--- src/rtl/expr_emit.sv ---
// expr_emit: streams an arithmetic expression ("d0 op0 d1 ... d(n-1)") one
// ASCII character at a time over a valid/ready handshake and evaluates it
// with '*' binding tighter than '+', all arithmetic modulo 256.
module expr_emit #(
    parameter int MAX_TERMS = 8
) (
    input  logic                     clk,
    input  logic                     clr,
    input  logic                     start,
    input  logic [3:0]               n_terms,
    input  logic [4*MAX_TERMS-1:0]   digits,
    input  logic [MAX_TERMS-2:0]     ops,
    output logic [7:0]               ch,
    output logic                     ch_valid,
    input  logic                     ch_ready,
    output logic                     busy,
    output logic                     done,
    output logic                     err,
    output logic [7:0]               result
);

    typedef enum logic [2:0] {
        IDLE  = 3'd0,
        DIGIT = 3'd1,
        OP    = 3'd2,
        FIN   = 3'd3,
        ERR   = 3'd4
    } state_t;

    state_t                 state_q, state_d;
    logic [3:0]             n_q, n_d;
    logic [3:0]             idx_q, idx_d;
    logic [4*MAX_TERMS-1:0] digits_q, digits_d;
    logic [MAX_TERMS-2:0]   ops_q, ops_d;
    logic [7:0]             sum_q, sum_d;
    logic [7:0]             prod_q, prod_d;
    logic [7:0]             ch_q, ch_d;
    logic                   ch_valid_q, ch_valid_d;
    logic                   busy_q, busy_d;
    logic                   done_q, done_d;
    logic                   err_q, err_d;
    logic [7:0]             result_q, result_d;

    // Working values for the digit currently being offered.
    logic [3:0]             cur_digit;
    logic [7:0]             prod_mul;
    logic [7:0]             sum_next;
    logic [7:0]             prod_next;

    // Term i of a packed operand vector (terms beyond MAX_TERMS read as 0).
    function automatic logic [3:0] term_at(input logic [4*MAX_TERMS-1:0] d,
                                           input logic [3:0] i);
        logic [3:0] t;
        t = 4'd0;
        for (int k = 0; k < MAX_TERMS; k++) begin
            if (i == 4'(k)) t = d[4*k +: 4];
        end
        return t;
    endfunction

    // Operator bit i (1 = '*', 0 = '+').
    function automatic logic op_at(input logic [MAX_TERMS-2:0] o,
                                   input logic [3:0] i);
        logic b;
        b = 1'b0;
        for (int k = 0; k < MAX_TERMS - 1; k++) begin
            if (i == 4'(k)) b = o[k];
        end
        return b;
    endfunction

    // A request is legal when the count is in range and every used term is a decimal digit.
    function automatic logic req_legal(input logic [3:0] n,
                                       input logic [4*MAX_TERMS-1:0] d);
        logic ok;
        ok = (n != 4'd0) && (n <= 4'(MAX_TERMS));
        for (int k = 0; k < MAX_TERMS; k++) begin
            if ((4'(k) < n) && (d[4*k +: 4] > 4'd9)) ok = 1'b0;
        end
        return ok;
    endfunction

    function automatic logic [7:0] digit_char(input logic [3:0] d);
        return 8'h30 + {4'h0, d};
    endfunction

    function automatic logic [7:0] op_char(input logic is_mul);
        return is_mul ? 8'h2A : 8'h2B;
    endfunction

    // Accumulator update for the digit being transferred: '*' folds into prod,
    // '+' retires prod into sum and starts a new product.
    always_comb begin
        cur_digit = term_at(digits_q, idx_q);
        prod_mul  = prod_q * {4'h0, cur_digit};
        sum_next  = sum_q;
        prod_next = {4'h0, cur_digit};
        if (idx_q == 4'd0) begin
            sum_next  = 8'h00;
            prod_next = {4'h0, cur_digit};
        end else if (op_at(ops_q, idx_q - 4'd1)) begin
            sum_next  = sum_q;
            prod_next = prod_mul;
        end else begin
            sum_next  = sum_q + prod_q;
            prod_next = {4'h0, cur_digit};
        end
    end

    // Next-state and registered-output logic; everything holds unless changed.
    always_comb begin
        state_d    = state_q;
        n_d        = n_q;
        idx_d      = idx_q;
        digits_d   = digits_q;
        ops_d      = ops_q;
        sum_d      = sum_q;
        prod_d     = prod_q;
        ch_d       = ch_q;
        ch_valid_d = ch_valid_q;
        busy_d     = busy_q;
        done_d     = 1'b0;
        err_d      = 1'b0;
        result_d   = result_q;

        unique case (state_q)
            IDLE: begin
                if (start) begin
                    n_d      = n_terms;
                    digits_d = digits;
                    ops_d    = ops;
                    idx_d    = 4'd0;
                    sum_d    = 8'h00;
                    prod_d   = 8'h00;
                    if (req_legal(n_terms, digits)) begin
                        state_d    = DIGIT;
                        busy_d     = 1'b1;
                        ch_valid_d = 1'b1;
                        ch_d       = digit_char(digits[3:0]);
                    end else begin
                        state_d = ERR;
                        err_d   = 1'b1;
                    end
                end
            end
            DIGIT: begin
                if (ch_ready) begin
                    sum_d  = sum_next;
                    prod_d = prod_next;
                    if (idx_q == n_q - 4'd1) begin
                        state_d    = FIN;
                        ch_valid_d = 1'b0;
                        ch_d       = 8'h00;
                        done_d     = 1'b1;
                        result_d   = sum_next + prod_next;
                    end else begin
                        state_d = OP;
                        ch_d    = op_char(op_at(ops_q, idx_q));
                    end
                end
            end
            OP: begin
                if (ch_ready) begin
                    state_d = DIGIT;
                    idx_d   = idx_q + 4'd1;
                    ch_d    = digit_char(term_at(digits_q, idx_q + 4'd1));
                end
            end
            FIN: begin
                state_d = IDLE;
                busy_d  = 1'b0;
            end
            ERR: begin
                state_d = IDLE;
            end
            default: begin
                state_d    = IDLE;
                busy_d     = 1'b0;
                ch_valid_d = 1'b0;
                ch_d       = 8'h00;
            end
        endcase
    end

    // State and output registers; clr clears everything without waiting for clk.
    always_ff @(posedge clk or posedge clr) begin
        if (clr) begin
            state_q    <= IDLE;
            n_q        <= 4'd0;
            idx_q      <= 4'd0;
            digits_q   <= '0;
            ops_q      <= '0;
            sum_q      <= 8'h00;
            prod_q     <= 8'h00;
            ch_q       <= 8'h00;
            ch_valid_q <= 1'b0;
            busy_q     <= 1'b0;
            done_q     <= 1'b0;
            err_q      <= 1'b0;
            result_q   <= 8'h00;
        end else begin
            state_q    <= state_d;
            n_q        <= n_d;
            idx_q      <= idx_d;
            digits_q   <= digits_d;
            ops_q      <= ops_d;
            sum_q      <= sum_d;
            prod_q     <= prod_d;
            ch_q       <= ch_d;
            ch_valid_q <= ch_valid_d;
            busy_q     <= busy_d;
            done_q     <= done_d;
            err_q      <= err_d;
            result_q   <= result_d;
        end
    end

    assign ch       = ch_q;
    assign ch_valid = ch_valid_q;
    assign busy     = busy_q;
    assign done     = done_q;
    assign err      = err_q;
    assign result   = result_q;

endmodule

--- config.mk ---
export PLATFORM = sky130hd
export DESIGN_NAME = expr_emit
export DESIGN_NICKNAME = d
export VERILOG_FILES = /design/src/rtl/expr_emit.sv
export SDC_FILE = /design/constraint.sdc
export NUM_CORES = 1
export LEC_CHECK = 0
export BUFFER_PORTS_ARGS = -buffer_cell sky130_fd_sc_hd__buf_2
export CAP_MARGIN = 40
export CORE_AREA = 3 3 144 146
export CTS_CLUSTER_SIZE = 12
export DETAILED_ROUTE_END_ITERATION = 12
export DIE_AREA = 0 0 147 149
export PLACE_DENSITY = 0.52
export SLEW_MARGIN = 40
export SYNTH_ARGS = -nofsm -noshare
export SYNTH_HDL_FRONTEND = slang
export SYNTH_SLANG_ARGS = --single-unit
--- constraint.sdc ---
create_clock -name clk -period 6.6 [get_ports clk]
set_input_delay 0.99 -clock clk [delete_from_list [all_inputs] [get_ports clk]]
set_output_delay 0.99 -clock clk [all_outputs]
set_load 0.02 [all_outputs]
==> impl_metrics.py <==
metrics = {
    "status": {
        "status": "finished, final reports clean",
    },
    "timing": {
        "fin_setup_tns_ns": 0,
        "hold_slack_ns": 0.478,
        "max_clock_freq_mhz": 167,
        "period_share": 0.909,
        "final_hold_viol_count": 0,
        "post-route-min-period_ns": 6.00,
        "worst_slack_ns": 0.604,
        "rsz0062_at_grt": "no",
        "max_slew_margin": 0.514,
        "finalSetupViolCount": 0,
        "worst_slew_pin_slew_ns": 0.729,
        "clock-skew-final_ns": 0.00962,
        "slew_viol_final": 0,
    },
    "cells_and_area": {
        "drive_gt1_frac": 0.195,
        "finalCoreUtilization": 0.346,
        "layout_common_cells": "100 x nand2_1, 84 x dfrtp_1, 64 x buf_2, 60 x o21ai_0, 56 x a21oi_1",
        "area_growth_syn_to_layout_pct": 16.5,
        "final_common_cell": "nand2_1",
        "diodes": 0,
        "nets": 807,
    },
    "synth": {
        "synth_top_area_share": 0.362,
        "synthTopCellsByArea": "dfrtp_1 36%, mux2_2 6.6%, ha_1 6.5%, nand2_1 6.5%, o21ai_0 5.2%",
        "synth-seq-area-share": 0.362,
        "yosys_register_bits": 84,
        "ys.flop_type": "dfrtp_1",
        "synth.largest_area_cell": "dfrtp_1",
        "yosysUniqueCellTypes": 58,
        "synth.avg_cell_area_um2": 8.68,
        "synth_edf_count": 0,
        "yosys_warnings": 0,
        "syn_inst": 669,
        "syn_area_um2": 5800,
        "async_flop_share": 1.00,
    },
    "worst_hold_path": {
        "hold_depth": 2,
        "hp-class": "flip-flop to flip-flop",
    },
    "worst_setup_path": {
        "cp.arrival_ns": 6.22,
        "cp_slowest_cell": "ha_1",
        "cp-end-kind": "flip-flop",
        "crit_path_max_fanout": 17,
        "critical_path_class": "flip-flop to flip-flop",
        "cp.required_ns": 6.83,
        "cp.depth": 20,
        "path_buf_inv": 3,
        "max_stage_delay_ns": 0.53,
        "path_delay_family": "adder cells",
        "crit_chain": "inv_1, ha_1, inv_2, a311o_1, a21boi_0, a311o_1, nand2_1, fa_1, inv_1, fa_1, ha_1, a211oi_1, o21bai_1, a21oi_1, xnor2_1, xnor3_1, xor3_1, and3_1, o21a_1, o31a_1",
        "cp-start-kind": "flip-flop",
        "reg2regPathDepth": 20,
    },
    "clocking": {
        "cts_made_buffers": 9,
        "clk_latency_ns": 0.35,
        "cts_tree": "yes",
        "cts_hold_buffers": 0,
        "clkSlewWorstSetupHoldPaths_ns": 0.07,
        "cts_resized": 0,
        "cts.sinks": 84,
        "postCtsSetupRepairBufs": 0,
        "cts_max_path_buffers": 2,
        "h-tree-depth": 3,
        "cts_root_buffer": "clkbuf_16",
    },
    "power": {
        "power.density_nw_per_um2": 407,
        "power.total_uw": 2750,
        "leakage_uw": 0.00299,
        "ir_drop_v": 0.000153,
    },
    "routing": {
        "firstDrtPassIters": 4,
        "via_count": 4827,
        "ant_nets": 0,
        "wl_per_cell_um": 15.7,
        "drc": 0,
        "dr_wl_met3_um": 472,
        "routed_wirelength_um": 15600,
        "drt_iter0_markers": 277,
        "met2_length_um": 7210,
        "routed.top_layer": "met4",
        "m1WireLength_um": 7660,
        "viasPerCell": 4.88,
    },
    "die": {
        "io_pins": 67,
        "fp.coreArea_um2": 19500,
        "dieArea_um2": 21900,
        "die_w_um": 147,
        "start_util": 0.297,
        "fp.dieH_um": 149,
        "placementRows": 51,
    },
    "global_route": {
        "track_usage": 0.148,
        "grt_pass1_wl_um": 26100,
        "grt_overflow": 0,
        "grt_max_degree": 81,
        "antenna_found_initial": 0,
        "grt_pass1_vias": 4654,
    },
    "job": {
        "cap_violations": 0,
    },
    "placed_design": {
        "place_ws_ns": 0.631,
        "gp_congestion": 0.894,
        "io_buffers": 64,
        "place_hpwl_um": 11800,
    },
}
-- worst register-to-register path, cell delays in order (launching register included) --
cell      delay, ns
dfrtp_1        0.51
inv_1          0.16
ha_1           0.53
inv_2          0.20
a311o_1        0.32
a21boi_0       0.21
a311o_1        0.30
nand2_1        0.12
fa_1           0.51
inv_1          0.05
fa_1           0.52
ha_1           0.33
a211oi_1       0.27
o21bai_1       0.12
a21oi_1        0.19
xnor2_1        0.16
xnor3_1        0.34
xor3_1         0.41
and3_1         0.20
o21a_1         0.17
o31a_1         0.23
-- sequential cells by signal (all words and copies together), names as in the netlist, 3 cells and up --
name	cells
digits_q	32
prod_q	8
result	8
sum_q	8
ops_q	7
ch	6
idx_q	4
n_q	4
state_q	3
-- kinds of logic (layout without fill, tap and decap cells) --
kind of cell / count (synthesis) / count (layout) / share of synthesized area
fa+ha+maj: 41 / 41 / 0.103
simple gates: 216 / 216 / 0.165
other cells: 1 / 2 / 0.000646
mux: 39 / 39 / 0.0746
compound gates: 190 / 190 / 0.203
xor+xnor: 24 / 24 / 0.0412
flops: 84 / 84 / 0.362
buf+inv: 74 / 128 / 0.0509
-- synth_stat cells, types with 7 or more instances --
cell type / number
o21ai_0: 60
nand2_1: 100
nor2_1: 53
clkbuf_1: 22
nor3_1: 15
ha_1: 30
dfrtp_1: 84
a211oi_1: 13
xor2_1: 7
buf_1: 8
a21oi_1: 57
nand3b_1: 7
fa_1: 11
and2_1: 17
mux2_2: 34
inv_1: 35
xnor2_1: 15
-- area by class of cell --
type                    instances  area [um2]
inverters                      36         136
clock buffers                   9         225
multi-input cells             512        3430
fillers                      2093       12800
flip-flops and latches         84        2100
clock inverters                 7         105
repair buffers                 76         427
well taps                     265         332
-- routing by layer --
layer,up-vias,global-route usage
li1,2429,-
met1,2301,0.210
met2,80,0.235
met3,17,0.0264
met4,0,0.0387
met5,-,0
-- final timing paths --
check	start	endpoint	slack, ns
setup / recovery	idx_q[0]	result[7]	0.60
setup reg to reg	idx_q[0]	result[7]	0.60
min in group asynchronous	clr	err	0.51
hold / removal	result[6]	result[6]	0.48
hold reg to reg	result[6]	result[6]	0.48
max in group asynchronous	clr	digits_q[8]	5.28
-- through the flow --
step | cells | cell area [um2]
CTS | 988 | 6730
floorplan | 670 | 5810
global placement | 971 | 6380
finish | 989 | 6760
detailed placement | 972 | 6400
global route | 989 | 6760
-- where the power goes --
part / switching [uW] / internal, uW / total [uW] / leakage [uW]
clock network: 236 / 339 / 575 / 0.000159
registers: 199 / 708 / 907 / 0.00105
logic: 726 / 546 / 1270 / 0.00178
total: 1160 / 1590 / 2750 / 0.00299
Note: power is estimated with default switching activity, not from simulation.
